==> config.mk <==
export PLATFORM = sky130hd
export DESIGN_NAME = calc_operand_sequencer
export DESIGN_NICKNAME = d
export VERILOG_FILES = /design/src/rtl/calc_pkg.sv /design/src/rtl/calc_operand_sequencer_enter_sync_edge.sv /design/src/rtl/calc_operand_sequencer.sv
export SDC_FILE = /design/constraint.sdc
export NUM_CORES = 1
export LEC_CHECK = 0
export CAP_MARGIN = 40
export CORE_ASPECT_RATIO = 0.5
export CORE_MARGIN = 3
export CORE_UTILIZATION = 48
export CTS_CLUSTER_SIZE = 28
export DETAILED_ROUTE_END_ITERATION = 16
export HOLD_SLACK_MARGIN = 0.03
export PLACE_DENSITY = 0.85
export SLEW_MARGIN = 20
export SYNTH_ARGS = -nofsm -noshare
export SYNTH_HDL_FRONTEND = slang
export SYNTH_SLANG_ARGS = --single-unit
export TNS_END_PERCENT = 5
==> constraint.sdc <==
create_clock -name clock -period 3.3 [get_ports clock]
set_input_delay 0.495 -clock clock [delete_from_list [all_inputs] [get_ports clock]]
set_output_delay 0.495 -clock clock [all_outputs]
set_load 0.005 [all_outputs]
==> src/rtl/calc_pkg.sv <==
// Shared types and constants for the calculator front end: operation codes,
// sequencer states and the execute-fault rule.
package calc_pkg;

    localparam int unsigned OP_W    = 4;
    localparam int unsigned STATE_W = 3;

    typedef enum logic [OP_W-1:0] {
        OP_ADD = 4'b0000,
        OP_SUB = 4'b0001,
        OP_MUL = 4'b0010,
        OP_DIV = 4'b0011,
        OP_MOD = 4'b0100,
        OP_AND = 4'b0101,
        OP_OR  = 4'b0110,
        OP_XOR = 4'b0111,
        OP_SHL = 4'b1000,
        OP_SHR = 4'b1001
    } op_t;

    localparam logic [OP_W-1:0] OP_LAST = 4'b1001;

    typedef enum logic [STATE_W-1:0] {
        S_A    = 3'd0,
        S_B    = 3'd1,
        S_OP   = 3'd2,
        S_EXEC = 3'd3,
        S_SHOW = 3'd4
    } seq_state_t;

    // Division/modulo by zero and codes past OP_LAST have no defined result.
    function automatic logic op_faults(input logic [OP_W-1:0] op, input logic divisor_zero);
        return ((op == OP_DIV || op == OP_MOD) && divisor_zero) || (op > OP_LAST);
    endfunction

endpackage

==> src/rtl/calc_operand_sequencer_enter_sync_edge.sv <==
// Two-flop synchronizer plus rising-edge detector for a raw push button;
// emits one registered single-cycle pulse per press.
module enter_sync_edge (
    input  logic clock,
    input  logic reset_n,
    input  logic i_button,
    output logic o_pulse
);

    logic       r_sync1;
    logic       r_sync2;
    logic       r_sync2_d;
    logic [1:0] r_fill;
    logic       r_armed;
    logic       r_pulse;

    // A button held through reset must not count as a press: edges are only
    // armed once a genuine low sample has passed through the synchronizer.
    always_ff @(posedge clock or negedge reset_n) begin
        if (!reset_n) begin
            r_sync1   <= 1'b0;
            r_sync2   <= 1'b0;
            r_sync2_d <= 1'b0;
            r_fill    <= '0;
            r_armed   <= 1'b0;
            r_pulse   <= 1'b0;
        end else begin
            r_sync1   <= i_button;
            r_sync2   <= r_sync1;
            r_sync2_d <= r_sync2;
            r_fill    <= {r_fill[0], 1'b1};
            r_armed   <= r_armed | (r_fill[1] & ~r_sync2);
            r_pulse   <= r_sync2 & ~r_sync2_d & r_armed;
        end
    end

    assign o_pulse = r_pulse;

endmodule

==> src/rtl/calc_operand_sequencer.sv <==
// Collects operand1, operand2 and an op code through one enter button, drives
// the combinational calculator and holds its result with valid/error flags.
module calc_operand_sequencer
    import calc_pkg::*;
#(
    parameter int unsigned Nbits = 4
) (
    input  logic                 clock,
    input  logic                 reset_n,
    input  logic [Nbits-1:0]     data_in,
    input  logic [OP_W-1:0]      op_in,
    input  logic                 enter,
    input  logic                 clear,
    output logic [OP_W-1:0]      op_select,
    output logic [Nbits-1:0]     operand1,
    output logic [Nbits-1:0]     operand2,
    input  logic [2*Nbits-1:0]   resultado_in,
    output logic [2*Nbits-1:0]   result_q,
    output logic                 result_valid,
    output logic                 err,
    output logic [STATE_W-1:0]   state_code
);

    seq_state_t           r_state;
    logic [OP_W-1:0]      r_op_select;
    logic [Nbits-1:0]     r_operand1;
    logic [Nbits-1:0]     r_operand2;
    logic [2*Nbits-1:0]   r_result;
    logic                 r_valid;
    logic                 r_err;

    logic                 w_enter_p;
    logic                 w_exec_fault;

    enter_sync_edge u_enter_sync (
        .clock    (clock),
        .reset_n  (reset_n),
        .i_button (enter),
        .o_pulse  (w_enter_p)
    );

    assign w_exec_fault = op_faults(r_op_select, r_operand2 == '0);

    // clear outranks everything, so an enter pulse in the same cycle is lost.
    always_ff @(posedge clock or negedge reset_n) begin
        if (!reset_n) begin
            r_state     <= S_A;
            r_op_select <= '0;
            r_operand1  <= '0;
            r_operand2  <= '0;
            r_result    <= '0;
            r_valid     <= 1'b0;
            r_err       <= 1'b0;
        end else if (clear) begin
            r_state     <= S_A;
            r_op_select <= '0;
            r_operand1  <= '0;
            r_operand2  <= '0;
            r_result    <= '0;
            r_valid     <= 1'b0;
            r_err       <= 1'b0;
        end else begin
            case (r_state)
                S_A: begin
                    if (w_enter_p) begin
                        r_operand1 <= data_in;
                        r_valid    <= 1'b0;
                        r_err      <= 1'b0;
                        r_state    <= S_B;
                    end
                end
                S_B: begin
                    if (w_enter_p) begin
                        r_operand2 <= data_in;
                        r_state    <= S_OP;
                    end
                end
                S_OP: begin
                    if (w_enter_p) begin
                        r_op_select <= op_in;
                        r_state     <= S_EXEC;
                    end
                end
                S_EXEC: begin
                    r_result <= w_exec_fault ? '0 : resultado_in;
                    r_valid  <= 1'b1;
                    r_err    <= w_exec_fault;
                    r_state  <= S_SHOW;
                end
                S_SHOW: begin
                    if (w_enter_p) begin
                        r_state <= S_A;
                    end
                end
                default: r_state <= S_A;
            endcase
        end
    end

    assign op_select    = r_op_select;
    assign operand1     = r_operand1;
    assign operand2     = r_operand2;
    assign result_q     = r_result;
    assign result_valid = r_valid;
    assign err          = r_err;
    assign state_code   = r_state;

endmodule

==> results of run 1 <==
[cell usage in the layout (no fill, tap or decap), types with 2 or more instances in the layout]
cell type        instances
a21oi_1                  4
buf_4                    2
clkbuf_8                 5
clkdlybuf4s50_1         44
dfrtp_1                 32
inv_1                    3
mux2_2                   4
mux2i_1                 10
nand2_1                 10
nand3b_1                 2
nor2_1                  11
nor2b_1                  6
nor3_1                   3
nor4bb_1                 3
o2bb2ai_1                9
or3b_2                   2
[cell families after synthesis]
| logic type | share of synthesized area (%) |
|---|---|
| other | 0.274 |
| muxes | 10.6 |
| buffers and inverters | 3.47 |
| DFF | 58.5 |
| AOI/OAI and AO/OA | 10.5 |
| and+or+nand+nor | 16.6 |
[layout make-up]
cell class | instances | area, um2 | share of cell area, %
flip-flops and latches | 32 | 801 | 40.9
repair buffers | 48 | 472 | 24.1
multi-input cells | 72 | 520 | 26.6
well taps | 35 | 43.8 | 2.24
inverters | 3 | 11.3 | 0.576
clock inverters | 2 | 35.0 | 1.79
clock buffers | 6 | 72.6 | 3.71
[critical path: stages]
cell             delay, ns
clkdlybuf4s50_1       0.76
nor4bb_1              0.43
buf_4                 0.23
nand2_1               0.07
o2bb2ai_1             0.14
[registers in the layout, indices dropped and copies added (netlist names), 2 cells and up]
name                 flops
state_code               3
u_enter_sync.r_fill      2
result_q                 8
operand2                 4
op_select                4
operand1                 4
[worst max-delay path by stage]
stage / start / end / slack, ns
2_1_floorplan: operand2[1] / result_q[0] / 1.60
3_3_place_gp: clear / operand1[1] / 1.16
3_5_place_dp: clear / operand1[3] / 1.14
4_1_cts: operand2[1] / result_q[6] / 1.38
5_1_grt: clear / result_q[6] / 1.25
6_report: clear / result_q[6] / 1.38
[per-layer routing]
metal	up-vias	GRT usage, %	routed length (um)
met1	507	20.6	1240
met3	4	8.30	184
met5	-	0	0
li1	493	-	-
met2	29	32.0	1500
met4	0	5.05	33
[report_power, final]
part,internal (mW),switching (mW),total [mW]
registers,0.404,0.0102,0.414
clock network,0.224,0.138,0.362
logic,0.0493,0.0297,0.0790
[metrics by stage]
stage	area [um2]	std cells	power (mW)
2_1_floorplan	1370	116	0.448
3_3_place_gp	1830	188	0.497
3_5_place_dp	1850	190	0.500
4_1_cts	1960	198	0.861
5_1_grt	1960	198	0.892
6_report	1960	198	0.854
==> flow_metrics.env, run 1 <==
export IMPL_hold_path_end="u_enter_sync.r_fill[1]"
export IMPL_ys_seq_area_share_pct=58.5
export IMPL_viasPerCell=5.22
export IMPL_worstPathArrival_ns=2.13
export IMPL_slew_headroom_pct=54.7
export IMPL_rr_worst_depth=3
export IMPL_synth_common_cells="dfrtp_1, nor2_1, mux2i_1, nand2_1, o2bb2ai_1"
export IMPL_regToRegEndpoint="result_q[6]"
export IMPL_drc=0
export IMPL_path_class="primary input to flop"
export IMPL_p_per_area_nw_per_um2=437
export IMPL_finalWeightedCongestion=0.715
export IMPL_ys_types=24
export IMPL_required_ns=3.50
export IMPL_synthesis_nets=136
export IMPL_synth_top_flop_cell="dfrtp_1"
export IMPL_grt_max_degree=33
export IMPL_htree_levels=2
export IMPL_netlist_top_cells_area="dfrtp_1, mux2i_1, o2bb2ai_1"
export IMPL_grt_pass1_vias=1058
export IMPL_grt_pass1_wl_um=4780
export IMPL_whs_ns=0.349
export IMPL_cts_hold_buf=0
export IMPL_crit_fanout=20
export IMPL_grt_usage_pct=18.4
export IMPL_post_cts_buffers=0
export IMPL_rsz0062_at_grt="no"
export IMPL_synth_most_common_cell="dfrtp_1"
export IMPL_tightest_slew_ns=0.677
export IMPL_core_area_um2=2450
export IMPL_peakVddDrop_uv=278
export IMPL_hpwl_um=2010
export IMPL_portBuffers=44
export IMPL_clkTransAtPathRegs_ns=0.07
export IMPL_die_h_um=43.8
export IMPL_vias=1033
export IMPL_cts_root_buf="clkbuf_8"
export IMPL_setup_violations=0
export IMPL_cts_buffer_depth=2
export IMPL_worstHoldStart="u_enter_sync.r_fill[0]"
export IMPL_synth_edf_count=0
export IMPL_fin_ws_ns=1.38
export IMPL_wire_per_inst_um=14.9
export IMPL_grt_overflow=0
export IMPL_rr_startpoint="operand2[1]"
export IMPL_nets=182
export IMPL_start_kind="primary input"
export IMPL_yosys_area_top_type="dfrtp_1"
export IMPL_io_pins=45
export IMPL_outcome="complete, no violations"
export IMPL_initial_utilization_pct=55.9
export IMPL_cts_buffers=5
export IMPL_synth_cells=116
export IMPL_async_flop_share_pct=100
export IMPL_synth_top_area_share_pct=58.5
export IMPL_cp_end_kind="flop"
export IMPL_die_w_um=81.5
export IMPL_synth_warnings=0
export IMPL_max_cap_violations=0
export IMPL_cts_sinks=32
export IMPL_drive_gt1_share_pct=12.3
export IMPL_drv_slew=0
export IMPL_insertion_delay_ns=0.28
export IMPL_min_period_ns=1.92
export IMPL_ff2ff_setup_slack_ns=1.39
export IMPL_power_leakage_nw=0.800
export IMPL_finalCritPeriodShare_pct=58.3
export IMPL_placement_rows=12
export IMPL_fin_util_pct=79.9
export IMPL_area_growth_pct=42.9
export IMPL_dpl_worst_slack_ns=1.14
export IMPL_hold_viol_final=0
export IMPL_routed_wl_um=2950
export IMPL_ant_nets=0
export IMPL_antenna_cells=0
export IMPL_dieArea_um2=3570
export IMPL_synth_seq_cells=32
export IMPL_worst_clock_skew_ns=0.00602
export IMPL_syn_area_um2=1370
export IMPL_final_setup_tns_ns=0
export IMPL_cts_resized=0
export IMPL_nFillCells=166
export IMPL_tritoncts="done"
export IMPL_antenna_found_initial=0
export IMPL_fmax_ghz=0.520
export IMPL_drtIter0Drc=38
export IMPL_worstHoldPathType="flop to flop"
export IMPL_holdPathStages=0
export IMPL_syn_area_per_cell_um2=11.8
export IMPL_firstDrtPassIters=4
(Power assumes the default switching activity.)
==> run 2: changes to the inputs <==
--- a/config.mk
+++ b/config.mk
@@ -8,11 +8,11 @@
 export CAP_MARGIN = 40
 export CORE_ASPECT_RATIO = 0.5
 export CORE_MARGIN = 3
-export CORE_UTILIZATION = 48
+export CORE_UTILIZATION = 40
 export CTS_CLUSTER_SIZE = 28
 export DETAILED_ROUTE_END_ITERATION = 16
 export HOLD_SLACK_MARGIN = 0.03
-export PLACE_DENSITY = 0.85
+export PLACE_DENSITY = 0.76
 export SLEW_MARGIN = 20
 export SYNTH_ARGS = -nofsm -noshare
 export SYNTH_HDL_FRONTEND = slang
==> constraint.sdc (replaced) <==
create_clock -name clock -period 1.6 [get_ports clock]
set_input_delay 0.24 -clock clock [delete_from_list [all_inputs] [get_ports clock]]
set_output_delay 0.24 -clock clock [all_outputs]
set_load 0.005 [all_outputs]
==> flow_metrics.env, run 2 (synthesis gave the netlist of run 1 again) <==
export IMPL_tightest_slew_ns=0.632
export IMPL_pwr_share_clk_pct=38.4
export IMPL_hold_viol_final=0
export IMPL_placement_rows=14
export IMPL_io_pins=45
export IMPL_p_per_area_nw_per_um2=821
export IMPL_required_ns=1.77
export IMPL_critPathLaunch="operand2[1]"
export IMPL_grt_max_degree=33
export IMPL_cts_root_buf="clkbuf_8"
export IMPL_fin_util_pct=64.8
export IMPL_rr_worst_depth=4
export IMPL_crit_fanout=9
export IMPL_antenna_found_initial=0
export IMPL_vias=1058
export IMPL_regToRegEndpoint="result_q[4]"
export IMPL_netSwitchingPower_mw=0.381
export IMPL_largest_reg_flops=8
export IMPL_worstPathArrival_ns=1.79
export IMPL_slew_headroom_pct=57.8
export IMPL_initial_utilization_pct=43.7
export IMPL_peakVddDrop_uv=421
export IMPL_dieArea_um2=4200
export IMPL_rsz0062_at_grt="yes"
export IMPL_drive_gt1_share_pct=18.7
export IMPL_cts_buffers=5
export IMPL_grt_overflow=0
export IMPL_insertion_delay_ns=0.28
export IMPL_fin_ws_ns=-0.0248
export IMPL_post_cts_buffers=0
export IMPL_cts_buffer_depth=2
export IMPL_tritoncts="done"
export IMPL_antenna_cells=0
export IMPL_cts_hold_buf=0
export IMPL_area_growth_pct=48.4
export IMPL_core_area_um2=3140
export IMPL_path_class="flop to flop"
export IMPL_placed_cells=203
export IMPL_drv_slew=0
export IMPL_worstHoldPathType="primary input to asynchronous set/reset pin"
export IMPL_layout_commonest_cell="clkdlybuf4s50_1"
export IMPL_nets=190
export IMPL_setup_violations=9
export IMPL_swShare_pct=22.8
export IMPL_grt_pass1_wl_um=4950
export IMPL_p_int_mw=1.29
export IMPL_clkTransAtPathRegs_ns=0.07
export IMPL_power_leakage_nw=0.849
export IMPL_max_cap_violations=0
export IMPL_cts_sinks=32
export IMPL_multi_input_area_um2=533
export IMPL_seqPwrFrac_pct=50.7
export IMPL_grt_usage_pct=16.1
export IMPL_hpwl_um=2250
export IMPL_regArea_um2=802
export IMPL_firstDrtPassIters=4
export IMPL_violations="setup timing"
export IMPL_ff2ff_setup_slack_ns=-0.02
export IMPL_ant_nets=0
export IMPL_finalWeightedCongestion=0.785
export IMPL_pwr_share_comb_pct=10.9
export IMPL_htree_levels=2
export IMPL_cp_end_kind="flop"
export IMPL_layout_common_cells="clkdlybuf4s50_1, dfrtp_1, nor2_1"
export IMPL_rr_startpoint="operand2[1]"
export IMPL_routed_wl_um=3040
export IMPL_fmax_ghz=0.615
export IMPL_grt_pass1_vias=1006
export IMPL_viasPerCell=5.01
export IMPL_portBuffers=44
export IMPL_min_period_ns=1.62
export IMPL_fin_cells=211
export IMPL_drtIter0Drc=19
export IMPL_finalCritPeriodShare_pct=102
export IMPL_drc=0
export IMPL_nFillCells=241
export IMPL_worst_clock_skew_ns=0.00673
export IMPL_die_h_um=47.4
export IMPL_wire_per_inst_um=14.4
export IMPL_start_kind="flop"
export IMPL_die_w_um=88.7
export IMPL_whs_ns=0.348
export IMPL_p_total_mw=1.67
export IMPL_outcome="complete, but fails checks"
export IMPL_endpoint="result_q[4]"
==> run 2: worst min path at each step <==
stage                      startpoint                     end  slack (ns)  depth (start not counted)
4_1_cts        u_enter_sync.r_fill[0]  u_enter_sync.r_fill[1]        0.35                          0
3_5_place_dp   u_enter_sync.r_fill[0]  u_enter_sync.r_fill[1]        0.33                          0
6_report                      reset_n           state_code[2]        0.35                          2
2_1_floorplan                 reset_n                     err       -0.06                          0
5_1_grt        u_enter_sync.r_fill[0]  u_enter_sync.r_fill[1]        0.35                          0
3_3_place_gp   u_enter_sync.r_fill[0]  u_enter_sync.r_fill[1]        0.33                          0
==> run 2: metal layers <==
metal  GRT usage, %  vias up  share of wire, %
met5              0        -                 0
met1           21.8      524                48
met3           5.25        5               4.8
li1               -      504                 -
met4           6.33        0               1.4
met2           24.3       25                45
==> run 2: layout make-up <==
| cell class | count | share of cell area [%] |
|---|---|---|
| clock inverter | 2 | 0.493 |
| clock buffer | 6 | 4.07 |
| multi-input combinational | 72 | 26.2 |
| tap | 40 | 2.46 |
| inverter | 3 | 0.555 |
| sequential | 32 | 39.5 |
| timing repair buffer | 56 | 26.7 |
==> run 2: worst max-delay path, cell delays in order (launching register included) <==
cell and delay [ns]:
dfrtp_1 0.38, or4_4 0.55, a2111oi_4 0.32, buf_6 0.19, o2bb2ai_1 0.07
==> run 2: per-stage QoR <==
stage	cell area [um2]	TNS, ns	setup WS (ns)
after floorplan	1370	-0.281	-0.0285
after global placement	1910	0	0.0164
after detailed placement	1910	-0.244	-0.0482
after CTS	2020	-0.208	-0.0348
after global routing	2030	-0.610	-0.0792
final	2030	-0.130	-0.0248
==> run 2: repair_timing <==
action | in CTS | in global routing
endpoints found under the setup margin | 10 | 11
gates cloned | 0 | 0
gates resized for setup | 3 | 3
hold endpoints to repair | 0 | 0
==> run 2: power groups by stage <==
stage / Combinational, mW / Sequential (mW) / Clock [mW]
2_1_floorplan: 0.0636 / 0.860 / 0
3_3_place_gp: 0.178 / 0.859 / 0
3_5_place_dp: 0.182 / 0.860 / 0
4_1_cts: 0.183 / 0.845 / 0.653
5_1_grt: 0.199 / 0.847 / 0.684
6_report: 0.182 / 0.845 / 0.641
==> run 3: changes to the inputs <==
--- a/config.mk
+++ b/config.mk
@@ -5,14 +5,15 @@
 export SDC_FILE = /design/constraint.sdc
 export NUM_CORES = 1
 export LEC_CHECK = 0
-export CAP_MARGIN = 40
+export ABC_CLOCK_PERIOD_IN_PS = 1800
+export CAP_MARGIN = 30
 export CORE_ASPECT_RATIO = 0.5
 export CORE_MARGIN = 3
-export CORE_UTILIZATION = 40
+export CORE_UTILIZATION = 45
 export CTS_CLUSTER_SIZE = 28
 export DETAILED_ROUTE_END_ITERATION = 16
 export HOLD_SLACK_MARGIN = 0.03
-export PLACE_DENSITY = 0.76
+export PLACE_DENSITY = 0.81
 export SLEW_MARGIN = 20
 export SYNTH_ARGS = -nofsm -noshare
 export SYNTH_HDL_FRONTEND = slang
==> constraint.sdc (replaced) <==
create_clock -name clock -period 1.8 [get_ports clock]
set_input_delay 0.27 -clock clock [delete_from_list [all_inputs] [get_ports clock]]
set_output_delay 0.27 -clock clock [all_outputs]
set_load 0.005 [all_outputs]
==> flow_metrics.env, run 3 (synthesis gave the netlist of run 1 again) <==
export IMPL_outcome="complete, no violations"
export IMPL_cts_sinks=32
export IMPL_largest_reg_flops=8
export IMPL_cp_end_kind="flop"
export IMPL_layout_common_cells="clkdlybuf4s50_1, dfrtp_1, nor2_1"
export IMPL_antenna_cells=0
export IMPL_initial_utilization_pct=49.8
export IMPL_tritoncts="done"
export IMPL_portBuffers=44
export IMPL_htree_levels=2
export IMPL_placed_cells=197
export IMPL_peakVddDrop_uv=410
export IMPL_max_cap_violations=0
export IMPL_p_per_area_nw_per_um2=820
export IMPL_vias=1040
export IMPL_slew_headroom_pct=61.0
export IMPL_antenna_found_initial=0
export IMPL_nFillCells=197
export IMPL_cts_buffers=5
export IMPL_cts_hold_buf=0
export IMPL_drive_gt1_share_pct=15.5
export IMPL_grt_pass1_vias=1066
export IMPL_ff2ff_setup_slack_ns=0.10
export IMPL_path_class="flop to flop"
export IMPL_core_area_um2=2750
export IMPL_cts_root_buf="clkbuf_8"
export IMPL_wire_per_inst_um=14.2
export IMPL_grt_pass1_wl_um=5050
export IMPL_final_setup_tns_ns=0
export IMPL_hpwl_um=2060
export IMPL_fin_util_pct=73.2
export IMPL_multi_input_area_um2=520
export IMPL_finalCritPeriodShare_pct=94.2
export IMPL_power_leakage_nw=0.837
export IMPL_firstDrtPassIters=4
export IMPL_start_kind="flop"
export IMPL_io_pins=45
export IMPL_min_period_ns=1.70
export IMPL_viasPerCell=5.07
export IMPL_finalWeightedCongestion=0.726
export IMPL_area_growth_pct=47.1
export IMPL_worst_clock_skew_ns=0.00504
export IMPL_drc=0
export IMPL_drv_slew=0
export IMPL_setup_violations=0
export IMPL_cts_resized=0
export IMPL_hold_viol_final=0
export IMPL_die_w_um=84.0
export IMPL_tightest_slew_ns=0.583
export IMPL_cts_buffer_depth=2
export IMPL_grt_usage_pct=17.8
export IMPL_layout_commonest_cell="clkdlybuf4s50_1"
export IMPL_fin_cells=205
export IMPL_placement_rows=13
export IMPL_nets=187
export IMPL_grt_overflow=0
export IMPL_post_cts_buffers=0
export IMPL_ant_nets=0
export IMPL_regArea_um2=801
export IMPL_grt_max_degree=33
export IMPL_p_total_mw=1.65
export IMPL_routed_wl_um=2900
export IMPL_dieArea_um2=3780
export IMPL_clkTransAtPathRegs_ns=0.06
export IMPL_fmax_ghz=0.590
export IMPL_insertion_delay_ns=0.28
export IMPL_worstPathArrival_ns=1.86
export IMPL_die_h_um=45
export IMPL_rsz0062_at_grt="no"
export IMPL_crit_fanout=9
export IMPL_drtIter0Drc=37
export IMPL_worstHoldPathType="flop to flop"
export IMPL_whs_ns=0.347
export IMPL_required_ns=1.97
==> run 3: area by class of cell <==
type / count / area share [%]
clock buffers: 7 / 4.79
clock inverters: 1 / 1.49
repair buffers: 53 / 25.2
well taps: 37 / 2.30
multi-input cells: 72 / 25.9
flip-flops and latches: 32 / 39.8
inverters: 3 / 0.559
==> run 3: where the power goes <==
group,leakage (nW),internal (mW),switching (mW)
logic,0.348,0.0959,0.0603
clock network,0.0645,0.488,0.253
registers,0.424,0.740,0.0125
total,0.837,1.32,0.326
==> run 3: worst paths after layout <==
check | startpoint | end | depth (start not counted)
setup / recovery | operand2[1] | result_q[1] | 4
hold / removal | u_enter_sync.r_fill[0] | u_enter_sync.r_fill[1] | 0
setup reg to reg | operand2[1] | result_q[1] | 4
hold reg to reg | u_enter_sync.r_fill[0] | u_enter_sync.r_fill[1] | 0
max in group asynchronous | reset_n | result_q[1] | 2
min in group asynchronous | reset_n | result_valid | 2
==> run 3: layer usage <==
| metal | share of wire (%) | GRT usage (%) | up-vias |
|---|---|---|---|
| li1 | - | - | 503 |
| met1 | 46 | 21.6 | 501 |
| met5 | 0 | 0 | - |
| met3 | 6.4 | 8.20 | 5 |
| met4 | 1.2 | 6.09 | 0 |
| met2 | 46 | 29.1 | 31 |
==> run 3: critical path, stage by stage (launching register included) <==
cell	delay (ns)
dfrtp_1	0.39
or4_4	0.56
a2111oi_4	0.35
buf_4	0.21
o2bb2ai_1	0.08
==> run 3: per-stage QoR <==
stage,setup WS [ns],instance area (um2)
CTS,0.0948,2010
finish,0.105,2010
floorplan,0.0992,1370
global placement,0.123,1890
global route,0.0224,2010
detailed placement,0.0974,1890
